### config.mk
export PLATFORM = sky130hd
export DESIGN_NAME = button_reader_flat
export DESIGN_NICKNAME = d
export VERILOG_FILES = /design/src/rtl/button_pkg.sv /design/src/rtl/button_reader_if.sv /design/src/rtl/sync_2ff.sv /design/src/rtl/button_reader.sv /design/src/flat_wrapper.sv
export SDC_FILE = /design/constraint.sdc
export NUM_CORES = 1
export LEC_CHECK = 0
export CAP_MARGIN = 40
export CORE_UTILIZATION = 40
export DETAILED_ROUTE_END_ITERATION = 8
export SYNTH_ARGS = -nofsm -noshare
export SYNTH_HDL_FRONTEND = slang
export SYNTH_SLANG_ARGS = --single-unit
export TNS_END_PERCENT = 100
### constraint.sdc
create_clock -name clk -period 1.9 [get_ports clk]
set_input_delay 0.38 -clock clk [delete_from_list [all_inputs] [get_ports clk]]
set_output_delay 0.38 -clock clk [all_outputs]
set_load 0.01 [all_outputs]
### src/rtl/button_pkg.sv
// Shared definitions for the pushbutton reader: FSM state encoding and the
// millisecond-to-clock-cycle conversion used to size the debounce and
// long-press intervals.
package button_pkg;

  typedef enum logic [1:0] {
    IDLE         = 2'd0,
    PRESS_WAIT   = 2'd1,
    PRESSED      = 2'd2,
    RELEASE_WAIT = 2'd3
  } state_t;

  // Divide first so large clock rates do not overflow a 32-bit int.
  function automatic int ms_to_cycles(input int clk_freq, input int ms);
    return (clk_freq / 1000) * ms;
  endfunction

endpackage

### src/rtl/button_reader_if.sv
// Button interface: raw button level in, debounced level and event strobes out.
// Ports: btn (raw level), pressed, press_pulse, release_pulse, long_pulse, toggle.
// master = the reader that produces the events, slave = the consumer of them.
interface button_reader_if;
  import button_pkg::*;

  logic btn;
  logic pressed;
  logic press_pulse;
  logic release_pulse;
  logic long_pulse;
  logic toggle;

  modport master (
    input  btn,
    output pressed, press_pulse, release_pulse, long_pulse, toggle
  );

  modport slave (
    output btn,
    input  pressed, press_pulse, release_pulse, long_pulse, toggle
  );

endinterface

### src/rtl/sync_2ff.sv
// Two-flop synchronizer for a single asynchronous level.
// Ports: clk, rst (sync, active-high), d (async in), q (synchronized out).
// RST_VAL is the level both flops take on reset.
module sync_2ff
  import button_pkg::*;
#(
  parameter bit RST_VAL = 1'b0
) (
  input  logic clk,
  input  logic rst,
  input  logic d,
  output logic q
);

  logic meta;

  always_ff @(posedge clk) begin
    if (rst) begin
      meta <= RST_VAL;
      q    <= RST_VAL;
    end else begin
      meta <= d;
      q    <= meta;
    end
  end

endmodule

### src/rtl/button_reader.sv
// Debounced pushbutton reader with press/release/long-press strobes and an LED toggle.
// Ports: clk, rst (sync, active-high), bus (button_reader_if.master: btn in, events out).
// Optional macro LONG_PRESS_EN builds the long-press counter; otherwise long_pulse is 0.
module button_reader
  import button_pkg::*;
#(
  parameter int CLK_FREQ    = 27_000_000,
  parameter int DEBOUNCE_MS = 20,
  parameter int LONG_MS     = 1000,
  parameter bit ACTIVE_LOW  = 1'b1
) (
  input logic             clk,
  input logic             rst,
  button_reader_if.master bus
);

  // DEB_COUNT must be >= 1 and LONG_COUNT must exceed it.
  localparam int DEB_COUNT  = ms_to_cycles(CLK_FREQ, DEBOUNCE_MS);
  localparam int LONG_COUNT = ms_to_cycles(CLK_FREQ, LONG_MS);
  localparam int CW         = $clog2(LONG_COUNT + 1);
  localparam logic [CW-1:0] DEB_LAST = CW'(DEB_COUNT - 1);

  logic raw_sync;
  logic s;

  // Flops reset to the released raw level so reset never looks like a press.
  sync_2ff #(.RST_VAL(ACTIVE_LOW)) u_sync (
    .clk (clk),
    .rst (rst),
    .d   (bus.btn),
    .q   (raw_sync)
  );

  assign s = raw_sync ^ ACTIVE_LOW;

  state_t          state, state_nxt;
  logic [CW-1:0]   cnt, cnt_nxt;
  logic            press_nxt, release_nxt, pressed_nxt;
  logic            pressed_q, press_q, release_q, toggle_q;

  always_comb begin
    state_nxt   = state;
    cnt_nxt     = cnt;
    press_nxt   = 1'b0;
    release_nxt = 1'b0;
    case (state)
      IDLE: begin
        if (s) begin
          state_nxt = PRESS_WAIT;
          cnt_nxt   = '0;
        end
      end
      PRESS_WAIT: begin
        if (!s) begin
          state_nxt = IDLE;
        end else if (cnt == DEB_LAST) begin
          state_nxt = PRESSED;
          press_nxt = 1'b1;
        end else begin
          cnt_nxt = cnt + 1'b1;
        end
      end
      PRESSED: begin
        if (!s) begin
          state_nxt = RELEASE_WAIT;
          cnt_nxt   = '0;
        end
      end
      RELEASE_WAIT: begin
        if (s) begin
          state_nxt = PRESSED;
        end else if (cnt == DEB_LAST) begin
          state_nxt   = IDLE;
          release_nxt = 1'b1;
        end else begin
          cnt_nxt = cnt + 1'b1;
        end
      end
      default: state_nxt = IDLE;
    endcase
    pressed_nxt = (state_nxt == PRESSED) || (state_nxt == RELEASE_WAIT);
  end

  // Outputs are registered from the transition, so pressed and the strobes
  // change together, one edge after the FSM decides.
  always_ff @(posedge clk) begin
    if (rst) begin
      state     <= IDLE;
      cnt       <= '0;
      pressed_q <= 1'b0;
      press_q   <= 1'b0;
      release_q <= 1'b0;
      toggle_q  <= 1'b0;
    end else begin
      state     <= state_nxt;
      cnt       <= cnt_nxt;
      pressed_q <= pressed_nxt;
      press_q   <= press_nxt;
      release_q <= release_nxt;
      toggle_q  <= toggle_q ^ press_nxt;
    end
  end

  assign bus.pressed       = pressed_q;
  assign bus.press_pulse   = press_q;
  assign bus.release_pulse = release_q;
  assign bus.toggle        = toggle_q;

`ifdef LONG_PRESS_EN
  localparam logic [CW-1:0] LONG_LAST = CW'(LONG_COUNT - 1);

  logic [CW-1:0] lcnt, lcnt_nxt;
  logic          long_done, long_done_nxt;
  logic          long_nxt, long_q;

  // Counter survives bounces back from RELEASE_WAIT; long_done keeps the
  // strobe to one per accepted press.
  always_comb begin
    lcnt_nxt      = lcnt;
    long_done_nxt = long_done;
    long_nxt      = 1'b0;
    if (press_nxt) begin
      lcnt_nxt      = '0;
      long_done_nxt = 1'b0;
    end else if (state == PRESSED && s && lcnt != LONG_LAST) begin
      lcnt_nxt = lcnt + 1'b1;
    end
    if (state == PRESSED && lcnt == LONG_LAST && !long_done) begin
      long_nxt      = 1'b1;
      long_done_nxt = 1'b1;
    end
  end

  always_ff @(posedge clk) begin
    if (rst) begin
      lcnt      <= '0;
      long_done <= 1'b0;
      long_q    <= 1'b0;
    end else begin
      lcnt      <= lcnt_nxt;
      long_done <= long_done_nxt;
      long_q    <= long_nxt;
    end
  end

  assign bus.long_pulse = long_q;
`else
  assign bus.long_pulse = 1'b0;
`endif

endmodule
### src/flat_wrapper.sv
// flat-port wrapper written by rule: the top's interface ports become plain ports
module button_reader_flat import button_pkg::*;
#(
  parameter int CLK_FREQ    = 27_000_000,
  parameter int DEBOUNCE_MS = 20,
  parameter int LONG_MS     = 1000,
  parameter bit ACTIVE_LOW  = 1'b1
)
  (clk, rst, bus_btn, bus_pressed, bus_press_pulse, bus_release_pulse, bus_long_pulse, bus_toggle);
  button_reader_if bus_i ();
  input logic clk;
  input logic rst;
  input wire logic [$bits(bus_i.btn)-1:0] bus_btn;
  output wire logic [$bits(bus_i.pressed)-1:0] bus_pressed;
  output wire logic [$bits(bus_i.press_pulse)-1:0] bus_press_pulse;
  output wire logic [$bits(bus_i.release_pulse)-1:0] bus_release_pulse;
  output wire logic [$bits(bus_i.long_pulse)-1:0] bus_long_pulse;
  output wire logic [$bits(bus_i.toggle)-1:0] bus_toggle;
  assign bus_i.btn = bus_btn;
  assign bus_pressed = bus_i.pressed;
  assign bus_press_pulse = bus_i.press_pulse;
  assign bus_release_pulse = bus_i.release_pulse;
  assign bus_long_pulse = bus_i.long_pulse;
  assign bus_toggle = bus_i.toggle;
  button_reader #(.CLK_FREQ(CLK_FREQ), .DEBOUNCE_MS(DEBOUNCE_MS), .LONG_MS(LONG_MS), .ACTIVE_LOW(ACTIVE_LOW)) u_core (.clk(clk), .rst(rst), .bus(bus_i));
endmodule
# Yosys cells after proc, flatten, opt, wreduce, memory -nomap -nowiden
# Cells that the tools add are included.
# totals
register_bits	33
word_cells	42
romBits	0
inputBits	3
out_inout_bits	5
memories	0
latch_bits	0
ramBits	0
# op_classes
mux	16
n_reduce_logical	4
n_div	0
n_shift	0
addsub	1
bitwise	3
n_mul	0
n_eq_ne	10
n_lt_le_gt_ge	0
# ops
operator	n
25-bit 2-to-1 mux	5
25-bit case mux with 4 select lines	1
25-bit by 1-bit adder with 25-bit output (second input constant)	1
25-bit by 20-bit equality test with 1-bit output (second input constant)	1
2-bit 2-to-1 mux	6
2-bit equality test (second input constant)	4
2-bit != test (second input constant)	4
2-bit case mux with 4 select lines	1
4-bit AND reduction	1
1-bit 2-to-1 mux	3
3-bit OR reduction	1
2-bit by 1-bit equality test with 1-bit output (second input constant)	1
2-bit logical NOT	1
1-bit inverter	2
1-bit logical OR	1
1-bit XOR	1

# Logic depth before layout (Yosys ltp)
# Gate-level depths: netlist (run 1).
# depth
depth_word	6
depth_mapped	7
mapped_depth_nobuf	6

# Cells and area by module
# A second synthesis (run 1) with hierarchy kept.
# hier_totals
cells_unflattened	171
hier_area_um2	1492.7
# modules_own_cells
mod	cells_each	seq_area_each_um2	instances	area_per_inst_um2
button_reader	167	620.6	1	1440.1
sync_2ff	4	40.0	1	52.6

# Least setup slack after synthesis (run 1)
# No wires, ideal clock.
# synth_timing
path_type	register -> register
startpoint	register u_core.cnt[0]
endpoint	register u_core.cnt[16]
synth_period_minus_slack_ns	1.847
arrival_time_ns	1.777
stages_incl_launch_ff	7
setup_time_ns	0.070
n_path_buf	0
setup_slack_ns	0.053
t_required_ns	1.830
cell_sequence	dfxtp_1 ha_1 and4_1 nand4b_1 o21ai_2 or4_1 a21oi_1
# synth_via
elab_chain_cells	4
word_cells_on_any_way	6
classes_between	add/sub (1); eq/ne (1); mux (4)
# synth_lines
item	line	rtl
start: declaration	button_reader.sv:37	logic [CW-1:0] cnt, cnt_nxt;
start signal: assignment	button_reader.sv:96	cnt <= cnt_nxt;
25-bit by 1-bit adder with 25-bit output / 25-bit by 20-bit equality test with 1-bit output (equally long branches)	--	
25-bit 2-to-1 mux *	button_reader.sv:56, button_reader.sv:72	
25-bit 2-to-1 mux, on equally long branches	button_reader.sv:70, button_reader.sv:54	
25-bit case mux with 4 select lines *	button_reader.sv:46	case (state)
# Every way passes the cells marked *; elsewhere a longest branch is shown, timed or not. The select of a mux whose other input is x is not followed.
# A chain may end at the register's enable or synchronous reset.

# Worst setup path after layout (run 1)
# layout_timing
startpoint	register u_core.cnt[1]
endpoint	register u_core.cnt[16]
# The elaborated chain is that of the path after synthesis.

==> flow_summary_export.csv, run 1 <==
group,metric,value,unit
status,status,"complete, but fails checks",
status,failed_checks,"setup timing",
run,drv_cap,0,
logic_synthesis,muxShareOfSynthArea,0.645,%
detailed_routing,ant_nets,0,
detailed_routing,wl_per_cell,14.6,um
worst_setup_path,cp-end-kind,"flip-flop",
grt,grt_overflow,0,
detailed_routing,drcViolationCount,0,
clock_tree,clockRootBuffer,"clkbuf_8",
detailed_routing,wl,3.88,mm
final_layout,fillers,348,
final_layout,syn2layout_area_growth,30.9,%
worst_setup_path,crit_type,"flip-flop to flip-flop",
grt,grt_pass1_vias,1383,
final_layout,final_nets,220,
grt,grtUsageTotal,19.8,%
worst_setup_path,slowest_stage,"or4_1",
placed_design,dpl_cell_area,1810,um2
clock_tree,cts_tree,"done",
logic_synthesis,ys_ff_latch,33,
logic_synthesis,synth_ff_type,"dfxtp_1",
logic_synthesis,yosysSeqAreaShare,42.5,%
timing,rsz0062_at_grt,"true",
clock_tree,cts_buffer_depth,2,
clock_tree,cts_buffers,5,
logic_synthesis,synth_top_family_by_area,"simple AND/OR/NAND/NOR gates",
worst_setup_path,cp-start-kind,"flip-flop",
detailed_routing,drtIter0Drc,83,
logic_synthesis,synth-simple-area-share,32.2,%
worst_setup_path,crit_fanout,5,
clock_tree,clk_pin_slew,0.07,ns
power,p_per_area,651,nW/um2
clock_tree,ctsHoldBuffers,0,
floorplan,dieHeight,64.3,um
worst_setup_path,rrSetupSlack,-0.007,ns
final_layout,drive_gt1_share,26.7,%
placed_design,dp_hpwl,2.63,mm
worst_setup_path,critPathTopFamily,"simple AND/OR/NAND/NOR gates",
timing,min_period_over_period,100,%
logic_synthesis,synth-async-reset-ratio,0,%
logic_synthesis,ys_types,41,
logic_synthesis,synthesis.nets,183,
timing,hold_viol_final,0,
floorplan,core,3690,um2
grt,antenna_found_initial,0,
final_layout,final_util,55.1,%
logic_synthesis,synth_edf_count,0,
timing,fin_setup_tns,-0.00710,ns
worst_hold_path,hold_start,"u_core.u_sync.meta",
logic_synthesis,synth-adder-area-share,0.806,%
timing,fmax,524,MHz
final_layout,regArea,663,um2
worst_setup_path,r2r_start,"u_core.cnt[1]",
grt,grt_max_degree,19,
detailed_routing,vias,1451,
final_layout,final_cell_mix,"31 x dfxtp_1, 29 x buf_4, 20 x nor2_1",
placed_design,place.gp.congestion,0.919,
logic_synthesis,synthesis.area,1550,um2
clock_tree,clock_latency,0.29,ns
worst_hold_path,hold_end,"u_core.u_sync.q",
worst_setup_path,worst_r2r_endpoint,"u_core.cnt[16]",
final_layout,n_antenna_cell,0,
logic_synthesis,yosys.area_share.xor_xnor,9.43,%
detailed_routing,first_pass_iters,4,
worst_setup_path,path_cells,"ha_4, and4_1, nand4b_1, buf_4, o21ai_4, or4_1, a21oi_1",
placed_design,dp_cells,250,
detailed_routing,vias_per_cell,5.48,
floorplan,initial_core_util,42.1,%
final_layout,stdcell_count,265,
timing,drv_slew,0,
timing,setup_viol,1,
timing,fin_ws,-0.00710,ns
final_layout,multi_input_area,907,um2
grt,grt_first_pass_wirelength,6.19,mm
worst_hold_path,min_path_type,"flip-flop to flip-flop",
worst_setup_path,cp.required,2.12,ns
final_layout,fin_area,2030,um2
floorplan,die_area,4140,um2
worst_setup_path,arrival,2.13,ns
power,peakVddDrop,393,uV
logic_synthesis,yosys_warnings,0,
worst_setup_path,reg2reg_depth,7,
floorplan,num_rows,22,
final_layout,layout.cells.most_common,"dfxtp_1",
worst_setup_path,max_stage_delay,0.53,ns
floorplan,ioPinCount,8,
worst_hold_path,min_path_cells,1,
power,p_leak,0.000695,uW
worst_setup_path,cp.buffers_inverters,1,
timing,clock_skew,0.00611,ns
logic_synthesis,syn_inst,179,
logic_synthesis,syn_area_per_cell,8.67,um2
logic_synthesis,synth_compound_area_share,10.4,%
clock_tree,cts_sinks,33,
clock_tree,htree_levels,2,
power,finalPower,1320,uW
floorplan,die_x,64.3,um
timing,final.min_clock_period,1.91,ns
placed_design,port_buffers,6,
## cell families (layout without fill, tap and decap cells)
logic type	count (synthesis)	in the layout
AND/OR/NAND/NOR	91	91
flip-flops	33	33
AO/OA/AOI/OAI	26	28
XOR/XNOR	15	15
buffers and inverters	11	47
adder cells (fa/ha/maj)	1	1
other	1	1
multiplexers	1	1
## report_power, final
part / total, uW / switching (uW) / internal [uW]
combinational: 49.3 / 30.5 / 18.8
clock: 576 / 249 / 327
sequential: 697 / 2.71 / 694
## area by class of cell
type                       instances  share of cell area, %
clock inverter                     1                  0.246
sequential                        33                   32.6
inverter                           3                  0.554
multi-input combinational        137                   44.6
timing repair buffer              36                   14.2
tap                               48                   2.96
clock buffer                       7                   4.74
## registers in the layout (all words and copies together) (netlist names)
name,cells
u_core.cnt,25
u_core.state,2
u_core.bus.press_pulse,1
u_core.bus.pressed,1
u_core.bus.release_pulse,1
u_core.bus.toggle,1
u_core.u_sync.meta,1
u_core.u_sync.q,1
## synthesized netlist by cell type (2+ instances only)
cell type	number	area, um2
a211oi_1	2	15.0
a21oi_1	9	45.0
and4_1	4	35.0
buf_2	3	15.0
dfxtp_1	33	661
inv_1	3	11.3
nand2_1	13	48.8
nand3_1	11	55.1
nand4_1	8	50.1
nor2_1	21	78.8
nor3_1	6	30.0
nor4_1	5	31.3
o211ai_1	5	37.5
o21ai_0	6	30.0
or2_2	3	18.8
or3_1	8	50.1
or4_1	4	30.0
xnor2_1	7	61.3
xor2_1	6	52.6
## worst max path at each step
stage / start / to / slack, ns / cells past startpoint
2_1_floorplan: u_core.cnt[0] / u_core.cnt[16] / 0.05 / 6
3_3_place_gp: u_core.cnt[0] / u_core.cnt[16] / 0.07 / 6
3_5_place_dp: u_core.cnt[0] / u_core.cnt[10] / -0.02 / 6
4_1_cts: u_core.cnt[1] / u_core.cnt[10] / -0.005 / 6
5_1_grt: u_core.cnt[21] / u_core.cnt[10] / -0.06 / 6
6_report: u_core.cnt[1] / u_core.cnt[16] / -0.007 / 7
## metal layers
metal / up-vias / GRT usage (%) / share of wire, %
met5: - / 0 / 0
met2: 44 / 33.2 / 48
met4: 0 / 10.3 / 3.3
li1: 719 / - / -
met1: 674 / 22.5 / 43
met3: 14 / 6.07 / 5.1
## what timing repair did
action | in CTS | in global routing
pin swaps | 0 | 10
setup buffers | 0 | 5
gates cloned | 0 | 2
endpoints found under the setup margin | 2 | 19
gates resized for setup | 0 | 14
## through the flow
step / hold WS, ns / setup WS [ns]
global placement: 0.394 / 0.0715
global route: 0.437 / -0.0583
floorplan: 0.389 / 0.0530
detailed placement: 0.403 / -0.0192
CTS: 0.421 / -0.00511
finish: 0.418 / -0.00710
## worst reg2reg max path, cell delays in order (launching register included)
cell and delay, ns:
dfxtp_2 0.34, ha_4 0.17, and4_1 0.22, nand4b_1 0.20
buf_4 0.18, o21ai_4 0.08, or4_1 0.53, a21oi_1 0.13
(Power assumes the default switching activity.)
==> inputs of run 2 (changes only) <==
- PLACE_DENSITY: not set -> 0.59
- SKIP_CTS_REPAIR_TIMING: not set -> 1
==> run 2 against run 1 <==
- the run now ends clean
- setup slack improved by 0.10 ns
- sequential share of layout area rose by 1.9 points
- design area down 5.9%
- register-to-register slack improved by 0.10 ns
- combinational power fell by 9.5%
- die area unchanged
- clock skew is 0.00071 ns higher
- worst hold slack improved by 0.032 ns
- via count shrank 3.9%
- clock power down 13%
- power decreased by 5.9%
- core utilization decreased by 3.3 points
- critical endpoint unchanged
- largest power group unchanged
==> flow_summary_export.csv, run 2 (same netlist as run 1, synthesis figures left out) <==
group,metric,value,unit
worst_setup_path,cp-end-kind,"flip-flop",
power,power_switching,274,uW
timing,fmax,554,MHz
detailed_routing,vias,1395,
clock_tree,htree_levels,2,
worst_setup_path,cp-start-kind,"flip-flop",
power,switching_share,22.0,%
clock_tree,cts_buffer_depth,2,
power,p_seq_share,56.0,%
placed_design,dp_hpwl,2.59,mm
detailed_routing,ant_nets,0,
placed_design,dp_cells,247,
floorplan,dieHeight,64.3,um
timing,fin_setup_tns,0,ns
final_layout,final_nets,210,
floorplan,num_rows,22,
detailed_routing,vias_per_cell,5.47,
power,combPwrFrac,3.6,%
final_layout,syn2layout_area_growth,23.1,%
timing,setup_viol,0,
worst_setup_path,crit_fanout,18,
power,p_leak,0.000638,uW
timing,final.min_clock_period,1.81,ns
clock_tree,clock_latency,0.29,ns
power,peakVddDrop,379,uV
power,p_per_area,651,nW/um2
placed_design,place.gp.congestion,0.840,
clock_tree,cts_tree,"done",
detailed_routing,wl,3.62,mm
detailed_routing,wl_per_cell,14.2,um
final_layout,n_antenna_cell,0,
final_layout,stdcell_count,255,
detailed_routing,drcViolationCount,0,
timing,clock_skew,0.00682,ns
worst_setup_path,cp.required,2.12,ns
timing,hold_viol_final,0,
timing,drv_slew,0,
status,status,"finished, final reports clean",
final_layout,final_cell_mix,"33 x dfxtp_1, 21 x nor2_1, 21 x buf_4",
grt,grt_first_pass_wirelength,5.95,mm
worst_hold_path,min_path_type,"flip-flop to flip-flop",
worst_setup_path,rrSetupSlack,0.09,ns
grt,grt_overflow,0,
floorplan,core,3690,um2
final_layout,drive_gt1_share,19.8,%
clock_tree,cts_buffers,5,
clock_tree,cts_sinks,33,
clock_tree,clk_pin_slew,0.07,ns
worst_setup_path,crit_type,"flip-flop to flip-flop",
clock_tree,clockRootBuffer,"clkbuf_8",
power,clkPwrFrac,40.4,%
final_layout,layout.cells.most_common,"dfxtp_1",
timing,rsz0062_at_grt,"false",
worst_setup_path,path_cells,"ha_2, and4_1, nand4b_1, o21ai_4, or4_1, a21oi_1",
grt,grtUsageTotal,19.3,%
floorplan,ioPinCount,8,
run,drv_cap,0,
floorplan,initial_core_util,42.1,%
final_layout,largest_register_ffs,25,
worst_setup_path,arrival,2.03,ns
grt,grt_max_degree,20,
grt,antenna_found_initial,0,
final_layout,max_flop_register,"u_core.cnt",
final_layout,final_util,51.8,%
detailed_routing,drtIter0Drc,113,
worst_setup_path,max_stage_delay,0.53,ns
floorplan,die_x,64.3,um
final_layout,reg.largest.list,"u_core.cnt: 25 flops, u_core.state: 2 flops",
placed_design,port_buffers,6,
detailed_routing,first_pass_iters,5,
power,intPower,971,uW
grt,grt_pass1_vias,1257,
worst_setup_path,slowest_stage,"or4_1",
timing,min_period_over_period,95.0,%
floorplan,die_area,4140,um2
run 2: final cells by class:
class,count,area (um2)
fill,347,1780
multi-input combinational,135,871
clock buffer,8,80.1
sequential,33,661
tap,48,60.1
timing repair buffer,28,229
inverter,3,11.3
run 2: path summary, 6_finish.rpt:
path	startpoint	depth (start not counted)	endpoint
setup / recovery	u_core.cnt[0]	6	u_core.cnt[16]
hold / removal	u_core.u_sync.meta	1	u_core.u_sync.q
setup reg to reg	u_core.cnt[0]	6	u_core.cnt[16]
hold reg to reg	u_core.u_sync.meta	1	u_core.u_sync.q
run 2: per-stage QoR:
stage / area [um2] / hold WS [ns] / worst slack (ns) / power (uW)
finish: 1910 / 0.450 / 0.0946 / 1240
detailed placement: 1790 / 0.421 / 0.0298 / 756
floorplan: 1550 / 0.389 / 0.0530 / 740
global route: 1910 / 0.478 / 0.00317 / 1300
global placement: 1790 / 0.394 / 0.0347 / 755
CTS: 1870 / 0.451 / 0.0118 / 1260
run 2: power groups by stage:
stage	Combinational [uW]	Clock (uW)	Sequential, uW
final	44.6	503	697
after global routing	47.8	557	697
after CTS	43.1	521	697
after detailed placement	43.1	0	712
after global placement	42.9	0	712
after floorplan	29.5	0	711
run 2: worst max-delay path, delay by kind of cell, from the launching register on:
kind	cells	cell delay, ns
AOI/OAI and AO/OA	2	0.30
and+or+nand+nor	3	0.92
DFF	1	0.31
adders and majority gates	1	0.20
run 2: per-layer routing:
layer	share of wire [%]	vias up	track usage (%)	wire, um
li1	-	701	-	-
met5	0	-	0	0
met4	2.0	0	9.44	74
met2	47	26	28.8	1680
met1	48	661	24.7	1720
met3	3.8	7	6.61	136
==> inputs of run 3 (changes only) <==
- DONT_BUFFER_PORTS: not set -> 1
- PLACE_DENSITY: 0.59 -> 0.56
==> run 3 against run 2 <==
- setup slack got worse by 0.010 ns
- via count down 0.93%
- first-iteration DRC count decreased by 23%
- combinational power shrank 12%
- clock power increased by 1%
- sequential power is essentially flat
- non-clock buffer count fell by 4
==> flow_summary_export.csv, run 3 (same netlist as run 1, synthesis figures left out) <==
group,metric,value,unit
status,status,"finished, final reports clean",
worst_setup_path,cp-start-kind,"flip-flop",
timing,final.min_clock_period,1.82,ns
power,finalPower,1240,uW
detailed_routing,drcViolationCount,0,
run,drv_cap,0,
floorplan,die_area,4140,um2
worst_setup_path,crit_type,"flip-flop to flip-flop",
floorplan,num_rows,22,
worst_setup_path,crit_fanout,14,
grt,grtUsageTotal,18.9,%
detailed_routing,first_pass_iters,4,
detailed_routing,ant_nets,0,
grt,grt_max_degree,15,
timing,clock_skew,0.0102,ns
final_layout,stdcell_count,251,
timing,fin_setup_tns,0,ns
placed_design,dp_cells,241,
final_layout,max_flop_register,"u_core.cnt",
grt,grt_first_pass_wirelength,5.82,mm
placed_design,dp_hpwl,2.59,mm
power,peakVddDrop,339,uV
timing,whs,0.158,ns
floorplan,dieHeight,64.3,um
clock_tree,cts_buffers,5,
floorplan,ioPinCount,8,
clock_tree,htree_levels,2,
worst_setup_path,reg2reg_depth,7,
worst_setup_path,rrSetupSlack,0.08,ns
power,p_per_area,669,nW/um2
grt,grt_pass1_vias,1266,
final_layout,syn2layout_area_growth,19.7,%
worst_hold_path,min_path_type,"input pin to flip-flop",
worst_hold_path,hold_end,"u_core.cnt[1]",
final_layout,final_cell_mix,"33 x dfxtp_1, 23 x buf_4, 21 x nor2_1",
worst_hold_path,hold_start,"rst",
detailed_routing,drtIter0Drc,87,
timing,setup_viol,0,
power,p_leak,0.000623,uW
final_layout,final_nets,206,
timing,min_period_over_period,95.6,%
worst_hold_path,min_path_cells,1,
clock_tree,cts_tree,"done",
floorplan,core,3690,um2
clock_tree,cts_sinks,33,
detailed_routing,vias_per_cell,5.51,
final_layout,reg.largest.list,"u_core.cnt: 25 flops, u_core.state: 2 flops",
clock_tree,clk_pin_slew,0.06,ns
timing,fmax,551,MHz
final_layout,drive_gt1_share,21.2,%
floorplan,initial_core_util,42.1,%
clock_tree,clockRootBuffer,"clkbuf_8",
final_layout,layout.cells.most_common,"dfxtp_1",
grt,antenna_found_initial,0,
grt,grt_overflow,0,
final_layout,n_antenna_cell,0,
floorplan,die_x,64.3,um
placed_design,place.gp.congestion,0.920,
placed_design,port_buffers,0,
detailed_routing,wl_per_cell,14.1,um
worst_setup_path,worst_r2r_endpoint,"u_core.cnt[16]",
worst_setup_path,cp-end-kind,"flip-flop",
final_layout,final_util,50.4,%
clock_tree,clock_latency,0.29,ns
worst_setup_path,r2r_start,"u_core.cnt[0]",
worst_setup_path,cp.required,2.13,ns
timing,drv_slew,0,
worst_setup_path,arrival,2.05,ns
final_layout,largest_register_ffs,25,
timing,hold_viol_final,0,
clock_tree,cts_buffer_depth,2,
detailed_routing,vias,1382,
detailed_routing,wl,3.54,mm
## run 3: worst max-delay path by stage
| stage | startpoint | endpoint | slack, ns | depth (start not counted) |
|---|---|---|---|---|
| detailed placement | u_core.cnt[0] | u_core.cnt[16] | 0.06 | 7 |
| CTS | u_core.cnt[0] | u_core.cnt[16] | 0.04 | 7 |
| global route | u_core.cnt[6] | u_core.cnt[15] | -0.008 | 6 |
| finish | u_core.cnt[0] | u_core.cnt[16] | 0.08 | 7 |
| floorplan | u_core.cnt[0] | u_core.cnt[16] | 0.05 | 6 |
| global placement | u_core.cnt[0] | u_core.cnt[18] | 0.08 | 7 |
## run 3: report_power, final
group	total (uW)	switching, uW	internal, uW
Clock	508	249	260
Combinational	39.3	24.0	15.3
Sequential	697	2.36	694
Total	1240	275	970
## run 3: final cells by class
| cell class | instances | area [um2] |
|---|---|---|
| fillers | 387 | 1830 |
| multi-input cells | 135 | 863 |
| flip-flops and latches | 33 | 661 |
| repair buffers | 24 | 184 |
| clock buffers | 8 | 80.1 |
| well taps | 48 | 60.1 |
| inverters | 3 | 11.3 |
## run 3: metal layers
metal	wire length [um]	track usage (%)
met2	1720	29.7
met3	167	6.25
met1	1540	22.6
met4	109	10.3
met5	0	0
## run 3: through the flow
stage          worst slack, ns  area, um2
4_1_cts                 0.0410       1810
3_5_place_dp            0.0634       1730
3_3_place_gp            0.0756       1730
6_report                0.0843       1860
5_1_grt               -0.00762       1860
2_1_floorplan           0.0530       1550
## run 3: critical path, cell delays in order (launching register included)
cell and delay (ns):
dfxtp_1 0.31, ha_1 0.23, and4_1 0.22, nand4b_1 0.14
o21ai_2 0.08, buf_6 0.15, or4_1 0.51, a21oi_2 0.12
